--- src/rtl/fetch_pkg.sv ---
// Shared definitions for the instruction fetch stage.
//   fetch_state_t : 3-bit fetch FSM state encoding
//   FAULT_*       : 2-bit fault codes reported alongside each instruction
//   FETCH_NOP     : instruction substituted whenever a fetch faults
package fetch_pkg;

    typedef enum logic [2:0] {
        ST_IDLE = 3'd0,
        ST_REQ  = 3'd1,
        ST_WAIT = 3'd2,
        ST_HOLD = 3'd3,
        ST_DROP = 3'd4
    } fetch_state_t;

    localparam logic [1:0]  FAULT_NONE     = 2'b00;
    localparam logic [1:0]  FAULT_MISALIGN = 2'b01;
    localparam logic [1:0]  FAULT_ACCESS   = 2'b10;

    localparam logic [31:0] FETCH_NOP = 32'h0000_0013;

endpackage

--- src/rtl/instruction_fetch.sv ---
// Fetch stage sitting between program_counter and decode.
// Issues one instruction-memory read at a time for the current PC, captures
// the returned word (or a NOP plus fault code) and offers it to decode with a
// valid/ready handshake. pc_enable advances the PC once per consumed
// instruction or flush.
//
// Ports:
//   clk, reset       : clock, asynchronous active-high reset
//   pc               : current PC from program_counter
//   pc_enable        : PC advance strobe (combinational)
//   flush            : redirect; kills the fetch in flight
//   imem_req_*       : read request (valid/ready, address)
//   imem_resp_*      : single-cycle read response (valid, data, error)
//   inst_valid/ready : handshake towards decode
//   inst, inst_pc    : instruction word and its PC
//   inst_fault       : 00 none, 01 misaligned, 10 access fault
module instruction_fetch
    import fetch_pkg::*;
#(
    parameter int unsigned XLEN = 64,
    parameter logic [31:0] NOP  = FETCH_NOP
) (
    input  logic            clk,
    input  logic            reset,
    input  logic [XLEN-1:0] pc,
    output logic            pc_enable,
    input  logic            flush,
    output logic            imem_req_valid,
    input  logic            imem_req_ready,
    output logic [XLEN-1:0] imem_req_addr,
    input  logic            imem_resp_valid,
    input  logic [31:0]     imem_resp_data,
    input  logic            imem_resp_err,
    output logic            inst_valid,
    input  logic            inst_ready,
    output logic [31:0]     inst,
    output logic [XLEN-1:0] inst_pc,
    output logic [1:0]      inst_fault
);

    fetch_state_t state, state_next;

    logic        aligned;
    logic        capture_pc;
    logic        capture_inst;
    logic [31:0] inst_next;
    logic [1:0]  fault_next;

    assign aligned = (pc[1:0] == 2'b00);

    // Request and handshake outputs. The request stays up during a flush
    // so that an accepted request can be tracked into DROP.
    always_comb begin
        imem_req_valid = (state == ST_REQ) && aligned;
        imem_req_addr  = pc;
        inst_valid     = (state == ST_HOLD);
        pc_enable      = !reset && ((inst_valid && inst_ready) || flush);
    end

    always_comb begin
        state_next   = state;
        capture_pc   = 1'b0;
        capture_inst = 1'b0;
        inst_next    = NOP;
        fault_next   = FAULT_NONE;

        case (state)
            ST_IDLE: begin
                if (!flush) state_next = ST_REQ;
            end

            ST_REQ: begin
                if (aligned) begin
                    if (flush) begin
                        state_next = imem_req_ready ? ST_DROP : ST_IDLE;
                    end else if (imem_req_ready) begin
                        state_next = ST_WAIT;
                        capture_pc = 1'b1;
                    end
                end else begin
                    if (flush) begin
                        state_next = ST_IDLE;
                    end else begin
                        state_next   = ST_HOLD;
                        capture_pc   = 1'b1;
                        capture_inst = 1'b1;
                        inst_next    = NOP;
                        fault_next   = FAULT_MISALIGN;
                    end
                end
            end

            ST_WAIT: begin
                if (flush) begin
                    state_next = imem_resp_valid ? ST_REQ : ST_DROP;
                end else if (imem_resp_valid) begin
                    state_next   = ST_HOLD;
                    capture_inst = 1'b1;
                    inst_next    = imem_resp_err ? NOP : imem_resp_data;
                    fault_next   = imem_resp_err ? FAULT_ACCESS : FAULT_NONE;
                end
            end

            ST_HOLD: begin
                if (flush || inst_ready) state_next = ST_REQ;
            end

            ST_DROP: begin
                // A flush here still only waits for the outstanding response;
                // once it is discarded there is nothing left to drop.
                if (imem_resp_valid) state_next = ST_REQ;
            end

            default: state_next = ST_IDLE;
        endcase
    end

    always_ff @(posedge clk or posedge reset) begin
        if (reset) begin
            state      <= ST_IDLE;
            inst       <= '0;
            inst_pc    <= '0;
            inst_fault <= FAULT_NONE;
        end else begin
            state <= state_next;
            if (capture_pc) inst_pc <= pc;
            if (capture_inst) begin
                inst       <= inst_next;
                inst_fault <= fault_next;
            end
        end
    end

endmodule

--- config.mk ---
export PLATFORM = sky130hd
export DESIGN_NAME = instruction_fetch
export DESIGN_NICKNAME = d
export VERILOG_FILES = /design/src/rtl/fetch_pkg.sv /design/src/rtl/instruction_fetch.sv
export SDC_FILE = /design/constraint.sdc
export NUM_CORES = 1
export LEC_CHECK = 0
export CAP_MARGIN = 20
export CORE_UTILIZATION = 41
export DETAILED_ROUTE_END_ITERATION = 8
export MAX_ROUTING_LAYER = met4
export PLACE_DENSITY = 0.94
export SLEW_MARGIN = 20
export SYNTH_ARGS = -nofsm -noshare
export SYNTH_HDL_FRONTEND = slang
export SYNTH_SLANG_ARGS = --single-unit
--- constraint.sdc ---
create_clock -name clk -period 7.8 [get_ports clk]
set_input_delay 1.56 -clock clk [delete_from_list [all_inputs] [get_ports clk]]
set_output_delay 1.56 -clock clk [all_outputs]
set_load 0.01 [all_outputs]
-- Word level (Yosys, flattened, before mapping)
Cells that the tools add are included.
- bits in registers: 101
- output and inout bits: 165
- word-level logic and storage cells: 53
- equal/unequal tests: 9
- multiplexer cells: 31
- reduce and logical (&&, ||, !) cells: 9
- operators by type and width (kind ; number):
    $mux W32 ; 4
    $mux W3 ; 10
    $pmux W3 S5 ; 1
    $mux W1 ; 10
    $mux W2 ; 4
    $eq A3 B2 Y1 const B ; 2
    $reduce_and A5 Y1 ; 1
    $ne A2 B2 Y1 const B ; 2
    $ne A4 B4 Y1 const B ; 1
    $pmux W2 S2 ; 1
    $eq A3 B1 Y1 const B ; 1
    $eq A3 B3 Y1 const B ; 1
    $logic_and A1 B1 Y1 ; 3
    $logic_not A3 Y1 ; 1
    $ne A3 B3 Y1 const B ; 1
    $logic_not A2 Y1 ; 1
    $logic_or A1 B1 Y1 ; 2
    $ne A2 B1 Y1 const B ; 1
    $pmux W1 S2 ; 1
    $logic_not A1 Y1 ; 1

-- Longest topological paths before layout
- depth after elaboration: 4
- mapped depth: 6
- mapped depth without buffers: 3

-- Least setup slack after synthesis
Ideal clock, no wire load.
- path kind: input port to output port
- from: input pc[0]
- to: output imem_req_valid
- data arrival time: 2004 ps
- data required time: 6240 ps
- setup slack: 4236 ps
- stages: 1
- buffers on the path: 0
- path through: nor4_1
- cells in the longest elaborated chain, start to end: 2
- ends and longest elaborated chain (what ; line ; source):
    start: declaration ; instruction_fetch.sv:25 ; input logic [XLEN-1:0] pc,
    $logic_not A2 Y1 ; instruction_fetch.sv:49 ; assign aligned = (pc[1:0] == 2'b00);
    $logic_and A1 B1 Y1 ; instruction_fetch.sv:54 ; imem_req_valid = (state == ST_REQ) && aligned;
    end: declaration ; instruction_fetch.sv:28 ; output logic imem_req_valid,
Every way passes these cells.

-- Worst setup path after layout
Same ends and word-level chain as after synthesis.

==> metrics <==
outcome=finished clean; post-detailed-route wirelength per cell=17.6 um; number of buffers inserted during clock tree synthesis=9; slack of the worst reg-to-reg path=5.05 ns; multiplexer fraction of the synthesized cell area=0.155; power density relative to cell area=355 nW/um2; worst endpoint data arrival time=2.94 ns; Post-Syn Instances=381; number of enable-type register cells in the synthesized netlist=0; half-perimeter wire length after placement=9860 um; syn_area_per_cell=12.2 um2; ant diodes=0; count of final max-slew check failures=0; Initial Util=0.426; final setup skew=0.0105 ns; setup bufs post-CTS=0; grt total ovfl=0; minimum clock period after layout=4.50 ns; initial antenna violation count=0; Port Buf Inserts=267; floorplan die area=11,800 um2; library cell with the highest instance count after synthesis=sky130_fd_sc_hd__dfrtp_1; pin count of the biggest net entering global routing=54; simple logic cell fraction of the synthesized area=0.0371; number of hold-repair buffers added at the cts stage=0; measured slew at the worst slew-check pin=0.730 ns; core outline area=10,900 um2; type of the tightest min-delay check=register to register; Max H-tree Level=3; worst reg2reg startpoint=state[2]; mapped cell area=4660 um2; total length of routed wires=12,700 um; max-capacitance violation count=0; top cells by area, synth=sky130_fd_sc_hd__dfrtp_1 (54%), sky130_fd_sc_hd__mux2_2 (14%), sky130_fd_sc_hd__buf_4 (10%); 1st-iter DRT viols=170; largest family of logic cells by synthesized area=buffers and inverters; Post-Synth Adder-Cell Area=0; clock latency at the later pin of the worst-skew pair=0.34 ns; leading post-synthesis cells by instance count=sky130_fd_sc_hd__dfrtp_1 (101), sky130_fd_sc_hd__buf_4 (64), sky130_fd_sc_hd__mux2_2 (59); worst slew margin relative to its limit=0.513; Filler Cell Count=817; net count after synthesis=484; final-report setup violation count=0; fraction of post-synthesis cell area in the top cell type by area=0.542; vias in the first global route=3,639; total number of vias=3,639; Hold Fails Final Rpt=0; post-detailed-route DRC marker count=0; clock transition at the registers of the reported paths=0.07 ns; end point of the most critical hold path=inst_fault[0]; layout overhead on the synthesized area=55.7%; height of the chip=109 um; endpoint required time on the critical path=6.24 ns; number of flip-flops and latches in the synthesized netlist=101; total number of placement rows=38; Via-to-Cell Ratio=5.04; largest fanout on the critical path=5; DRT Pass-1 Iters=4; post-route antenna net violation count=0; terminus of the critical flop-to-flop path=inst_pc[43]; overall die width=109 um; peak supply drop=0.000194 V; worst-case hold slack=0.490 ns; portion of the post-synthesis area used by sequential elements=0.542; final sum of negative setup slack=0 ns; global-route wire length before repair=19,100 um; count of nets after finishing=680; clock tree from TritonCTS=done; quantity of gates resized following cts=0; worst reg2reg path depth=5; xor and xnor area share after synthesis=0; most common flop cell mapped by yosys=sky130_fd_sc_hd__dfrtp_1; Post-synth ARST share=1.00; Synth area leader=sky130_fd_sc_hd__dfrtp_1; kind of critical path=input pin to primary output; layout cell share with drive strength beyond 1=0.149; number of different library cells in the post-synthesis netlist=38; number of buffers on the longest clock path=2; number of synthesis warnings=0; final worst-path cycle share=0.577; RSZ-0062 raised after global routing=no; Placement Cell Area=6940 um2; total global-route track usage=0.221; share of the synthesized area in compound gates (AO/OA/AOI/OAI)=0.109; Top-Level Pins=268; Finished Cell Area=7260 um2; cell at the root of the clock tree=sky130_fd_sc_hd__clkbuf_16; RD Place Congestion=0.799; element type at the critical path start=input pin; launch instance of the worst min-delay path=inst_fault[0]; sinks on the clock net=101; Worst Hold Depth=1; Final Total Pwr=2570 uW; Max Freq=222 MHz; crit path capture type=primary output; leak pwr=0.00296 uW
-- cells by family (layout without fill, tap and decap cells) --
group                  Yosys count  count (layout)
AO/OA/AOI/OAI                   72              72
buffers and inverters          117             318
AND/OR/NAND/NOR                 27              27
flip-flops                     101             101
multiplexers                    64              64
-- registers in the layout (all words and copies together), names as in the netlist --
| signal | cells |
|---|---|
| inst_pc | 64 |
| inst_fault | 2 |
| state | 3 |
| inst | 32 |
-- cell type report --
type                            count  area, um2  area share
Clock inverter                      5       60.1     0.00828
Inverter                           31        119      0.0164
Timing Repair Buffer              271       2700       0.372
Tap cell                          140        175      0.0241
Multi-Input combinational cell    163       1430       0.197
Sequential cell                   101       2530       0.348
Clock buffer                       11        243      0.0334
-- critical path: stages --
cell	delay [ns]
sky130_fd_sc_hd__clkdlybuf4s50_1	0.49
sky130_fd_sc_hd__nor4_1	0.31
sky130_fd_sc_hd__clkdlybuf4s50_1	0.58
-- cell usage in the layout, fill, tap and decap left out, drive strengths merged, types with 2 or more instances in the layout --
cell type / netlist / layout
clkdlybuf4s50: 0 / 267
dfrtp: 101 / 101
mux2: 64 / 64
inv: 31 / 31
o21ai: 30 / 30
a32oi: 29 / 29
clkbuf: 13 / 11
nor2: 4 / 4
buf: 73 / 4
nand2: 3 / 3
nand2b: 3 / 3
nor2b: 3 / 3
nor3: 3 / 3
clkinv: 0 / 3
or4b: 2 / 2
o32ai: 2 / 2
o21ba: 2 / 2
-- power breakdown --
group,switching (uW),internal (uW),total (uW)
clock,193,258,452
combinational,443,713,1160
sequential,178,787,966
total,815,1760,2570
-- worst max path at each step --
stage               startpoint             end  slack [ns]  depth (start not counted)
floorplan                reset         inst[0]        3.59                          1
global placement         pc[0]  imem_req_valid        3.32                          3
detailed placement       pc[0]  imem_req_valid        3.30                          3
CTS                      pc[0]  imem_req_valid        3.30                          3
global route             pc[0]  imem_req_valid        3.24                          3
finish                   pc[0]  imem_req_valid        3.30                          3
-- per-layer routing --
layer,up-vias,global-route usage,share of wire
li1,1675,-,-
met1,1771,0.247,0.39
met2,175,0.380,0.52
met3,18,0.0434,0.067
met4,0,0.100,0.024
met5,-,-,0
-- metrics by stage --
stage / utilization / setup WS [ns] / std cells
final: 0.664 / 3.30 / 722
after detailed placement: 0.635 / 3.30 / 706
after CTS: 0.662 / 3.30 / 722
after global placement: 0.635 / 3.32 / 706
after floorplan: - / 3.59 / 381
after global routing: 0.664 / 3.24 / 722
Note: power is estimated with default switching activity, not from simulation.
